==> src/rtl/md_issue_ctrl.sv <==
// md_issue_ctrl: issue/stall sequencer for the multi-cycle mul/div unit.
// One start pulse per M op, stall until ready, drain results of flushed ops.
module md_issue_ctrl #(
  parameter int DATA_BITS = 32,
  parameter int CTRL_BITS = 5,
  parameter int TIMEOUT   = 40
) (
  input  logic                   clk,
  input  logic                   rst_n,
  input  logic                   ex_valid,
  input  logic                   ex_is_md,
  input  logic [CTRL_BITS-1:0]   ex_ctrl,
  input  logic                   flush,
  input  logic                   md_ready,
  input  logic [2*DATA_BITS-1:0] md_out,
  output logic                   md_valid,
  output logic [CTRL_BITS-1:0]   md_ctrl,
  output logic                   stall,
  output logic                   res_valid,
  output logic [2*DATA_BITS-1:0] res_data,
  output logic                   busy,
  output logic                   timeout_err
);

  localparam int CW = 6;

  localparam logic [1:0] IDLE  = 2'd0;
  localparam logic [1:0] WAIT  = 2'd1;
  localparam logic [1:0] DONE  = 2'd2;
  localparam logic [1:0] DRAIN = 2'd3;

  localparam logic [CW-1:0] CNT_LAST = CW'(TIMEOUT - 1);

  logic [1:0]             r_state;
  logic [1:0]             w_nxt;
  logic [CW-1:0]          r_cnt;
  logic [CTRL_BITS-1:0]   r_md_ctrl;
  logic [2*DATA_BITS-1:0] r_res_data;
  logic                   r_timeout_err;

  logic w_req;
  logic w_idle;
  logic w_wait;
  logic w_done;
  logic w_drain;
  logic w_to;
  logic w_latch;

  assign w_req   = ex_valid & ex_is_md & ~flush;
  assign w_idle  = (r_state == IDLE);
  assign w_wait  = (r_state == WAIT);
  assign w_done  = (r_state == DONE);
  assign w_drain = (r_state == DRAIN);

  // unit gave no answer by the last allowed waiting cycle
  assign w_to    = (w_wait | w_drain) & ~md_ready
                 & (r_cnt == CNT_LAST);
  assign w_latch = w_wait & md_ready & ~flush;

  // next-state decode; a flushed op's result is dropped, never retired
  always_comb begin
    w_nxt = r_state;
    unique case (r_state)
      IDLE: begin
        if (w_req)
          w_nxt = WAIT;
      end
      WAIT: begin
        if (md_ready)
          w_nxt = flush ? IDLE : DONE;
        else if (w_to)
          w_nxt = IDLE;
        else if (flush)
          w_nxt = DRAIN;
      end
      DONE: begin
        w_nxt = IDLE;
      end
      DRAIN: begin
        if (md_ready | w_to)
          w_nxt = IDLE;
      end
    endcase
  end

  // state register
  always_ff @(posedge clk or negedge rst_n) begin
    if (!rst_n)
      r_state <= IDLE;
    else
      r_state <= w_nxt;
  end

  // wait counter: cleared at issue, counts while the unit is occupied
  always_ff @(posedge clk or negedge rst_n) begin
    if (!rst_n)
      r_cnt <= '0;
    else if (w_idle & w_req)
      r_cnt <= '0;
    else if (w_wait | w_drain)
      r_cnt <= r_cnt + CW'(1);
  end

  // control code captured at issue, held for the result select
  always_ff @(posedge clk or negedge rst_n) begin
    if (!rst_n)
      r_md_ctrl <= '0;
    else if (w_idle & w_req)
      r_md_ctrl <= ex_ctrl;
  end

  // result word held until the next accepted completion
  always_ff @(posedge clk or negedge rst_n) begin
    if (!rst_n)
      r_res_data <= '0;
    else if (w_latch)
      r_res_data <= md_out;
  end

  // sticky hang flag, only reset clears it
  always_ff @(posedge clk or negedge rst_n) begin
    if (!rst_n)
      r_timeout_err <= 1'b0;
    else if (w_to)
      r_timeout_err <= 1'b1;
  end

  assign md_valid    = rst_n & w_idle & w_req;
  assign stall       = rst_n & ((w_idle & w_req) | w_wait
                     | (w_drain & ex_valid & ex_is_md));
  assign res_valid   = rst_n & w_done;
  assign busy        = rst_n & (w_wait | w_drain);
  assign md_ctrl     = r_md_ctrl;
  assign res_data    = r_res_data;
  assign timeout_err = r_timeout_err;

endmodule

==> config.mk <==
export PLATFORM = sky130hd
export DESIGN_NAME = md_issue_ctrl
export DESIGN_NICKNAME = d
export VERILOG_FILES = /design/src/rtl/md_issue_ctrl.sv
export SDC_FILE = /design/constraint.sdc
export NUM_CORES = 1
export LEC_CHECK = 0
export CORE_MARGIN = 4
export CORE_UTILIZATION = 42
export DETAILED_ROUTE_END_ITERATION = 10
export HOLD_SLACK_MARGIN = 0.12
export PLACE_DENSITY = 0.88
export SLEW_MARGIN = 10
export SYNTH_ARGS = -nofsm -noshare
export SYNTH_HDL_FRONTEND = slang
export SYNTH_SLANG_ARGS = --single-unit
==> constraint.sdc <==
create_clock -name clk -period 1.7 [get_ports clk]
set_input_delay 0.34 -clock clk [delete_from_list [all_inputs] [get_ports clk]]
set_output_delay 0.34 -clock clk [all_outputs]
set_load 0.02 [all_outputs]
== Word level (Yosys, flattened, before mapping) ==
Cells that the tools add are included.

* Logic and storage cells: 45
* Memories kept: 0
* Bits in latches: 0
* Bits in read-only memories: 0
* Input bits: 75
* Register bits after elaboration: 78
* Bits in writable memories: 0

* Divide/modulo/power cells: 0
* Equal/unequal tests: 7
* Muxes and demuxes: 9
* Shift operators: 0
* Reduce and logical (&&, ||, !) cells: 3
* Multiply operators: 0
* Bitwise logic cells: 20
* $add $sub $neg: 1
* $lt $le $gt $ge: 0

{| class="wikitable"
|+ Operators with widths
! cell !! count
|-
| bitwise AND 1 bit || 14
|-
| 2-to-1 mux 2 bit || 6
|-
| 2-to-1 mux 6 bit || 2
|-
| case mux 2 bit (4 select lines) || 1
|-
| adder 6 x 1 -> 6 bit, second input constant || 1
|-
| == test 6 bit, second input constant || 1
|-
| == test 2 bit, second input constant || 2
|-
| inequality test 4 x 3 -> 1 bit, second input constant || 1
|-
| bitwise OR 1 bit || 4
|-
| AND reduction 3 bit || 1
|-
| == test 2 x 1 -> 1 bit, second input constant || 1
|-
| zero test 2 bit || 1
|-
| inequality test 2 x 1 -> 1 bit, second input constant || 1
|-
| inequality test 2 bit, second input constant || 1
|-
| NOT 1 bit || 2
|-
| nonzero test 2 bit || 1
|}

== Depth between registers and ports, before layout ==
Gate-level depths: netlist of the first run.

* Depth after elaboration: 7
* Depth in mapped cells: 5
* Depth with buffers taken out: 4

== Least setup slack after synthesis of the first run ==
Ideal clock, no wire load.

* Kind: register -> output
* Start: register r_state[1]
* End: output port md_valid
* Buffers on the path: 1
* Slack: 0.121 ns
* Arrival: 1.239 ns
* Stages on the path, launching flop included: 4
* Data required time: 1.360 ns
* Path through: dfrtp_1 -> nor4_4 -> buf_2 -> and2_1

* Longest elaborated chain between the ends: 3

{| class="wikitable"
|+ Ends and longest elaborated chain
! item !! RTL line !! text
|-
| from (decl) || 34 || <nowiki>logic [1:0] r_state;</nowiki>
|-
| from (signal assigned) || 91 || <nowiki>r_state <= w_nxt;</nowiki>
|-
| zero test 2 bit || 50 || <nowiki>assign w_idle = (r_state == IDLE);</nowiki>
|-
| bitwise AND 1 bit (2 in series) || 128 || <nowiki>assign md_valid = rst_n & w_idle & w_req;</nowiki>
|-
| to (decl) || 16 || <nowiki>output logic md_valid,</nowiki>
|}

Every way passes these cells.

== Final worst setup path of the first run ==
Ends and elaborated chain as after synthesis.

==> impl_results.md, run 1 <==
* Largest fanout on the critical path at 2
* Die H at 97.55 um
* Max-Cap Viols at 0
* Max stage delay on crit path at 0.42 ns
* Fin. Hold Viols at 0
* Initial antenna violation count at 0
* First-pass GRT wire length at 13050 um
* Drt first pass iters at 4
* Final Util at 69.54%
* F_max at 581.0 MHz
* Type of origin of the critical path: register
* Hold WC Path Type: input pin to async pin
* Post-Layout Cell Count at 474
* Die W at 97.55 um
* Via/cell ratio at 4.770
* Rows at 32
* Final WS setup at -0.02106 ns
* Starting Density at 43.36%
* Cell variety after synth at 29
* Num ports at 149
* Critical-path cell list: nor4_4 > and2_4 > buf_6
* Synthesis-stage register bit count at 78
* Total global-route track usage at 17.10%
* Unrepaired setup endpoints after global routing: true
* Sequential-to-total area share from yosys stat at 57.95%
* Share of cells above drive strength 1 at 32.26%
* Routed WL at 8676 um
* Maximum VDD drop at 0.6056 mV
* H-tree Lvls at 3
* Antenna cell count at 0
* Mapped cell area at 3368 um^2
* Total grt overflow at 0
* YS warnings at 0
* CP max stage cell: dfrtp_1
* Failing checks: negative setup slack
* Fin. max-slew vios at 0
* Most frequent cells in the layout: clkdlybuf4s50_1 (93), dfrtp_1 (77), mux2_4 (60)
* DR DRC count at 0
* Status: finished with violations
* WP data required at 1.36 ns
* Vias in the first global route at 2545
* Met1 Usage GRT at 20.62%
* Clk sinks at 78
* CTS max path bufs at 2
* Most Crowded Layer GR: met2
* Post-DP HPWL at 6103 um
* CTS tree: done
* Root buffer cell: clkbuf_8
* Power Dens Cells at 1376 nW/um^2
* Cells after synthesis at 195
* Worst slew pin tran at 0.5898 ns
* Largest net degree at the start of global routing at 44
* Critical path class: register to output port
* Avg Cell Area, Syn at 17.27 um^2
* Worst skew pair latency at 0.34 ns
* 1st-iter DRT viols at 24
* PortBufs at 148
* Area of the die at 9516 um^2
* Grt met2 use at 29.78%
* Crit. End Element: output port
* Area growth from synthesis to layout at 60.36%
* DP Cell Count at 452
* Placer Congestion at 0.7993
* Post-Synthesis Net Count at 271
* CORE AREA at 7767 um^2
* Final setup violation count at 2
* Nets@finish at 443
* CTS buffer count at 9
* Period utilisation layout at 101.2%
* Final antenna-violating net count at 0
* Fin Hold WS at 0.1431 ns
* Worst-path clk slew at 0.08 ns
* Clk_skew at 0.005466 ns
* Commonest non-fill, non-tap cell in the layout: clkdlybuf4s50_1
* Crit path time final at 1.721 ns
* Worst rel slew slack at 60.55%
* Vias at 2261
* Leakage at 2.831 nW
* Wire per inst at 18.30 um
* GRT met3 Usage at 4.882%
* Final setup TNS at -0.03025 ns
* DP Worst Slack at -0.6832 ns
* Worst path arrival time at 1.38 ns
==> cell type report <==
cell class / instances / area, um^2
Multi-Input combinational cell: 106 / 1289
Clock buffer: 10 / 127.6
Fill cell: 551 / 2366
Inverter: 2 / 7.507
Sequential cell: 78 / 1953
Clock inverter: 6 / 70.07
Timing Repair Buffer: 170 / 1827
Tap cell: 102 / 127.6
==> registers in the layout (all words and copies together) (netlist names) <==
signal       cells
res_data        64
r_cnt            6
md_ctrl          5
r_state          2
timeout_err      1
==> power breakdown <==
part | internal (mW) | total [mW] | leakage [nW] | switching (mW)
clock network | 0.690 | 1.39 | 0.0895 | 0.696
registers | 2.48 | 2.86 | 0.956 | 0.383
logic | 1.83 | 3.19 | 1.78 | 1.36
total | 5.00 | 7.43 | 2.83 | 2.44
==> routing by layer <==
layer / part of all wire [%] / wire [um]
met1: 40 / 3442
met2: 53 / 4605
met3: 6.3 / 543
met4: 0.98 / 85
met5: 0 / 0
==> logic make-up (layout without fill, tap and decap cells) <==
group	count (synthesis)	in the layout	synth area share (%)
AO/OA/AOI/OAI	11	11	2.415
XOR/XNOR	3	3	0.7802
multiplexers	69	69	29.75
buffers and inverters	11	188	4.643
AND/OR/NAND/NOR	22	22	4.086
adder cells (fa/ha/maj)	1	1	0.3714
flip-flops	78	78	57.95
==> worst max-delay path: cells and delay by family, from the launching register on <==
family / cells / cell delay [ns]
and+or+nand+nor: 2 / 0.52
DFF: 1 / 0.42
buffers and inverters: 1 / 0.11
==> stage by stage <==
stage	area, um^2	total power, mW
floorplan	3368	4.504
global placement	4971	6.044
detailed placement	4971	6.152
CTS	5191	7.559
global route	5401	7.797
finish	5401	7.435
==> synthesized netlist by cell type (all sizes together) <==
master	number	area share, %
a311o	1	0.33
o32ai	1	0.26
inv	2	0.22
and2	1	0.19
nand2b	3	0.56
ha	1	0.37
a21oi	1	0.15
and3	1	0.33
nor4	1	0.63
nor2	4	0.52
dfrtp	78	58
nor2b	1	0.19
a41o	1	0.30
o21ba	1	0.30
nand2	6	0.67
nor3b	2	0.45
clkbuf	1	0.11
mux2	69	30
o21ai	3	0.45
a21boi	1	0.22
buf	8	4.3
a21o	1	0.22
xor2	3	0.78
or3	1	0.19
a31oi	1	0.19
nand4	2	0.37
==> path summary, 6_finish.rpt <==
path | start | endpoint | slack (ns) | depth (start not counted)
max reg2reg | r_state[1] | res_data[34] | 0.01 | 5
min reg2reg | timeout_err | timeout_err | 0.48 | 1
min in group clk | timeout_err | timeout_err | 0.48 | 1
min | rst_n | res_data[24] | 0.14 | 2
max in group asynchronous | rst_n | res_data[56] | 0.63 | 3
max | r_state[1] | md_valid | -0.02 | 3
==> timing repair <==
action	in CTS	in global routing
gates resized for setup	28	51
cloned	0	4
hold endpoints to repair	13	0
endpoints found under the setup margin	16	70
hold buffers	1	0
setup buffers	1	0
pin swaps	5	4
(Power assumes the default switching activity.)
==> inputs of run 2 (changes only) <==
--- a/config.mk
+++ b/config.mk
@@ -9,7 +9,7 @@
 export CORE_UTILIZATION = 42
 export DETAILED_ROUTE_END_ITERATION = 10
 export HOLD_SLACK_MARGIN = 0.12
-export PLACE_DENSITY = 0.88
+export PLACE_DENSITY = 0.81
 export SLEW_MARGIN = 10
 export SYNTH_ARGS = -nofsm -noshare
 export SYNTH_HDL_FRONTEND = slang
==> run 2 against run 1 <==
The flow now finishes without violations. First-iteration DRC count rose to 2.5 times the previous value. Flip-flop and latch count unchanged. Non-clock buffer count up 1. Sequential share of layout area down 0.48 points. Via count up 0.13%. Register-to-register slack better by 0.02 ns. Die area unchanged. Sequential power about the same. Clock skew up 0.0050 ns. Clock power about the same. Worst hold slack better by 0.090 ns. Critical endpoint is now stall.
==> impl_results.md, run 2 (same netlist as run 1, synthesis figures left out) <==
* Tot Pwr at 7.451 mW (+0.22%)
* Final Util at 70.43% (+0.89 points)
* Worst skew pair latency at 0.34 ns (about the same)
* First-pass GRT wire length at 13080 um (+0.21%)
* Status: completed
* Vias at 2264 (+0.13%)
* Unrepaired setup endpoints after global routing: true
* CTS buffer count at 9 (unchanged)
* Type of origin of the critical path: register
* Final WS setup at 0.0003072 ns (+0.02137 ns)
* Largest fanout on the critical path at 3 (+1)
* Area growth from synthesis to layout at 62.41%
* Leakage at 2.864 nW (+1.2%)
* DP Worst Slack at -0.6180 ns (+0.06528 ns)
* Placed cell area at 4961 um^2 (-0.20%)
* Flop2flop setup slack at 0.03 ns (+0.02 ns)
* Worst rel slew slack at 40.11% (-20 points)
* Root buffer cell: clkbuf_8
* Clk_skew at 0.01050 ns (+0.005035 ns)
* Initial antenna violation count at 0 (unchanged)
* DR DRC count at 0 (unchanged)
* Reg2reg start: r_state[1]
* Post-DP HPWL at 5791 um (-5.1%)
* CTS max path bufs at 2 (unchanged)
* Period utilisation layout at 99.98% (-1.3 points)
* Total global-route track usage at 17.25% (+0.15 points)
* Max stage delay on crit path at 0.43 ns (about the same)
* Drt first pass iters at 4 (unchanged)
* Worst slew pin tran at 0.8983 ns (+0.3086 ns)
* Nets@finish at 444 (+0.23%)
* Die H at 97.55 um (unchanged)
* Vias in the first global route at 2468 (-3.0%)
* Commonest non-fill, non-tap cell in the layout: clkdlybuf4s50_1
* Placer Congestion at 0.7479 (-6.4%)
* DP Cell Count at 449 (-0.66%)
* Antenna cell count at 0 (unchanged)
* Hold WC Path Type: input pin to async pin
* Crit path time final at 1.700 ns (-0.02137 ns)
* Worst path arrival time at 1.36 ns (-0.02 ns)
* Maximum VDD drop at 0.7181 mV (+19%)
* Critical-path cell list: buf_4 > o32ai_2 > buf_4
* Most frequent CP cell: buf_4
* Clk sinks at 78 (unchanged)
* Most frequent cells in the layout: clkdlybuf4s50_1 (94), dfrtp_1 (78), mux2_4 (60)
* Worst-path clk slew at 0.08 ns (about the same)
* Largest net degree at the start of global routing at 73 (+66%)
* Fillers at 521 (-5.4%)
* Area of the die at 9516 um^2 (unchanged)
* Share of cells above drive strength 1 at 32.17% (-0.086 points)
* CP max stage cell: dfrtp_1
* Wire per inst at 18.07 um (-1.3%)
* Multi-input gate area at 1289 um^2 (unchanged)
* H-tree Lvls at 3 (unchanged)
* Final instance area at 5470 um^2 (+1.3%)
* Max reg flops at 64 (unchanged)
* Num ports at 149 (unchanged)
* Worst r2r path cells at 6 (+1)
* Fin. max-slew vios at 0 (unchanged)
* CTS tree: done
* Power Dens Cells at 1362 nW/um^2 (-1.0%)
* Reg area at 1952 um^2 (about the same)
* Fin Hold WS at 0.2334 ns (+0.09031 ns)
* WP data required at 1.36 ns (about the same)
* Fin. Hold Viols at 0 (unchanged)
* Rows at 32 (unchanged)
* CORE AREA at 7767 um^2 (unchanged)
* Critical path class: register to output port
* F_max at 588.3 MHz (+1.3%)
* Starting Density at 43.36% (unchanged)
* PortBufs at 148 (unchanged)
* Final setup violation count at 0 (-2)
* Total grt overflow at 0 (unchanged)
* Final setup TNS at 0 ns (+0.03025 ns)
* Via/cell ratio at 4.766 (about the same)
* Crit. End Element: output port
* Routed WL at 8582 um (-1.1%)
* Post-Layout Cell Count at 475 (+0.21%)
* R2r endpoint: res_data[17]
* Max-Cap Viols at 0 (unchanged)
* 1st-iter DRT viols at 60 (+150%)
* Die W at 97.55 um (unchanged)
* Final antenna-violating net count at 0 (unchanged)
==> run 2: cell count changes in the layout (fill, tap and decap cells not counted) <==
cell             delta
buf_12              +3
dfrtp_1             +1
clkinvlp_4          -1
dfrtp_2             -1
dlymetal6s2s_1      +1
inv_6               -2
clkdlybuf4s50_1     +1
buf_4               -3
dlygate4sd2_1       -2
clkinv_2            +1
clkinv_4            +1
clkbuf_8            +1
clkbuf_16           +1
==> run 2: where the power goes <==
group | total [mW] | internal [mW] | leakage (nW) | switching, mW
sequential | 2.84 | 2.47 | 0.958 | 0.365
combinational | 3.21 | 1.85 | 1.81 | 1.36
clock | 1.40 | 0.719 | 0.0955 | 0.679
==> run 2: layout make-up <==
cell class / count / area share, %
clock buffers: 11 / 2.585
clock inverters: 5 / 1.075
inverters: 2 / 0.1372
multi-input cells: 106 / 23.56
flip-flops and latches: 78 / 35.68
well taps: 102 / 2.333
repair buffers: 171 / 34.63
==> run 2: critical path, delay by kind of cell, from the launching register on <==
kind	cells	cell delay, ns
flops	1	0.43
buf+inv	2	0.35
compound gates	1	0.25
==> run 2: repair_timing <==
item                                    in CTS  in global routing
buffers inserted                             0                  4
hold buffers                                 1                  0
gates resized for setup                     28                 49
cloned                                       0                  5
endpoints found under the setup margin       4                100
endpoints found under the hold margin        6                  0
pin swaps                                    4                  3
==> run 2: how the worst max path moves through the flow <==
stage               endpoint  slack, ns  startpoint  cells past startpoint
floorplan           md_valid       0.12  r_state[1]                      3
global placement       stall      -0.61    ex_valid                      5
detailed placement     stall      -0.62    ex_valid                      5
CTS                    stall      -0.03  r_state[0]                      3
global route           stall      -0.07  r_state[1]                      3
finish                 stall     0.0003  r_state[1]                      3
==> run 2: metal layers <==
layer	vias up	global-route usage [%]	routed length (um)
met2	89	28.47	4368
li1	1032	-	-
met5	-	0	0
met4	0	5.857	133
met3	12	5.025	444
met1	1131	21.70	3635
==> inputs of run 3 (changes only) <==
--- a/config.mk
+++ b/config.mk
@@ -10,6 +10,7 @@
 export DETAILED_ROUTE_END_ITERATION = 10
 export HOLD_SLACK_MARGIN = 0.12
 export PLACE_DENSITY = 0.81
+export RECOVER_POWER = 25
 export SLEW_MARGIN = 10
 export SYNTH_ARGS = -nofsm -noshare
 export SYNTH_HDL_FRONTEND = slang
==> run 3 against run 2 <==
Clock power about the same. Fmax increased by 0.26%. Power is essentially flat. Critical path depth is the same. Worst hold slack improved by 0.14 ns. Non-clock buffer count stayed put. Global-route usage unchanged. Routed wire length is 0.17% lower. Die area stayed put. Utilization down 0.15 points. Via count increased by 0.31%. Clock skew rose by 0.00059 ns. Critical path type unchanged.
==> impl_results.md, run 3 (same netlist as run 1, synthesis figures left out) <==
* Area growth from synthesis to layout at 62.07%
* Area of the die at 9516 um^2 (unchanged)
* Period utilisation layout at 99.73% (-0.26 points)
* Final setup TNS at 0 ns (unchanged)
* WP data required at 1.36 ns (about the same)
* Worst path arrival time at 1.36 ns (about the same)
* Critical path class: register to output port
* H-tree Lvls at 3 (unchanged)
* Unrepaired setup endpoints after global routing: true
* Fin. max-slew vios at 0 (unchanged)
* Met1 Usage GRT at 21.70% (unchanged)
* Crit. End Element: output port
* CTS max path bufs at 2 (unchanged)
* Fillers at 524 (+0.58%)
* Most frequent cells in the layout: clkdlybuf4s50_1 (94), dfrtp_1 (78), mux2_4 (60)
* Initial antenna violation count at 0 (unchanged)
* Total global-route track usage at 17.25% (unchanged)
* Status: completed
* First-pass GRT wire length at 13080 um (unchanged)
* Worst skew pair latency at 0.34 ns (about the same)
* Num ports at 149 (unchanged)
* Reg2reg start: r_state[1]
* Die H at 97.55 um (unchanged)
* Largest net degree at the start of global routing at 73 (unchanged)
* Nets@finish at 444 (unchanged)
* PortBufs at 148 (unchanged)
* R2r endpoint: res_data[17]
* Crit path time final at 1.695 ns (-0.004336 ns)
* CORE AREA at 7767 um^2 (unchanged)
* Most Crowded Layer GR: met2
* Antenna cell count at 0 (unchanged)
* Share of cells above drive strength 1 at 31.37% (-0.80 points)
* Placer Congestion at 0.7479 (unchanged)
* Final instance area at 5459 um^2 (-0.21%)
* Placed cell area at 4961 um^2 (unchanged)
* Clk_skew at 0.01110 ns (+0.0005945 ns)
* Die W at 97.55 um (unchanged)
* CTS tree: done
* Wire per inst at 18.04 um (-0.17%)
* Fin. Hold Viols at 0 (unchanged)
* Starting Density at 43.36% (unchanged)
* Final antenna-violating net count at 0 (unchanged)
* Tot Pwr at 7.447 mW (about the same)
* Grt met2 use at 28.47% (unchanged)
* Largest fanout on the critical path at 3 (unchanged)
* Max-Cap Viols at 0 (unchanged)
* Power Dens Cells at 1364 nW/um^2 (+0.16%)
* Commonest non-fill, non-tap cell in the layout: clkdlybuf4s50_1
* Rows at 32 (unchanged)
* Critical Path Start: r_state[1]
* Type of origin of the critical path: register
* Vias at 2271 (+0.31%)
* CTS buffer count at 9 (unchanged)
* Clk sinks at 78 (unchanged)
* Via/cell ratio at 4.781 (+0.31%)
* Routed WL at 8567 um (-0.17%)
* GRT met3 Usage at 5.025% (unchanged)
* Leakage at 2.853 nW (-0.39%)
* Drt first pass iters at 4 (unchanged)
* Worst-path clk slew at 0.08 ns (about the same)
* 1st-iter DRT viols at 59 (-1.7%)
* Final setup violation count at 0 (unchanged)
* Vias in the first global route at 2468 (unchanged)
* Post-DP HPWL at 5791 um (unchanged)
* Total grt overflow at 0 (unchanged)
* Worst rel slew slack at 35.35% (-4.8 points)
* Worst slew pin tran at 0.9698 ns (+0.07144 ns)
* F_max at 589.8 MHz (+0.26%)
* DR DRC count at 0 (unchanged)
* Final Util at 70.28% (-0.15 points)
* Hold WC Path Type: input pin to async pin
* Root buffer cell: clkbuf_8
* Max reg flops at 64 (unchanged)
* Critical Path Sink: stall
* Maximum VDD drop at 0.7177 mV (about the same)
* Flop2flop setup slack at 0.04 ns (about the same)
* Worst r2r path cells at 6 (unchanged)
[run 3: cell count changes in the layout (fill, tap and decap cells not counted)]
| cell | change |
|---|---|
| clkbuf_1 | +3 |
| clkbuf_4 | +1 |
| buf_4 | -4 |
[run 3: stage by stage]
stage | instances | worst slack [ns] | hold slack (ns)
6_report | 475 | 0.004643 | 0.3714
5_1_grt | 475 | -0.06773 | 0.4823
4_1_cts | 466 | -0.02587 | 0.2657
3_5_place_dp | 449 | -0.6180 | 0.2631
3_3_place_gp | 449 | -0.6127 | 0.2613
2_1_floorplan | 195 | 0.1206 | 0.04441
[run 3: repair_timing]
item	CTS	global route
buffers inserted	0	4
pin swaps	4	3
hold buffers	1	0
hold endpoints to repair	6	0
endpoints found under the setup margin	4	100
gates cloned	0	5
resized for setup	28	49
[run 3: report_power, final]
group	internal, mW	switching [mW]
logic	1.85	1.36
clock network	0.719	0.678
registers	2.47	0.365
total	5.04	2.40
[run 3: metal layers]
layer | part of all wire, % | vias up
met1 | 42 | 1129
met5 | 0 | -
met4 | 1.7 | 0
met2 | 51 | 96
li1 | - | 1032
met3 | 5.4 | 14
[run 3: area by class of cell]
type	count	area [um^2]	share of cell area, %
well taps	102	127.6	2.338
repair buffers	171	1883	34.49
flip-flops and latches	78	1952	35.76
inverters	2	7.507	0.1375
multi-input cells	106	1289	23.61
clock buffers	11	141.4	2.590
clock inverters	5	58.81	1.077
[run 3: worst min-delay path by stage]
stage | startpoint | end | slack [ns]
floorplan | rst_n | md_ctrl[0] | 0.04
global placement | rst_n | res_data[24] | 0.26
detailed placement | rst_n | res_data[24] | 0.26
CTS | rst_n | res_data[28] | 0.27
global route | rst_n | res_data[32] | 0.48
finish | rst_n | res_data[34] | 0.37
[run 3: worst max-delay path, cell delays in order, from the launching register on]
cell and delay, ns:
dfrtp_1 0.42, buf_4 0.17, o32ai_2 0.25, buf_4 0.18
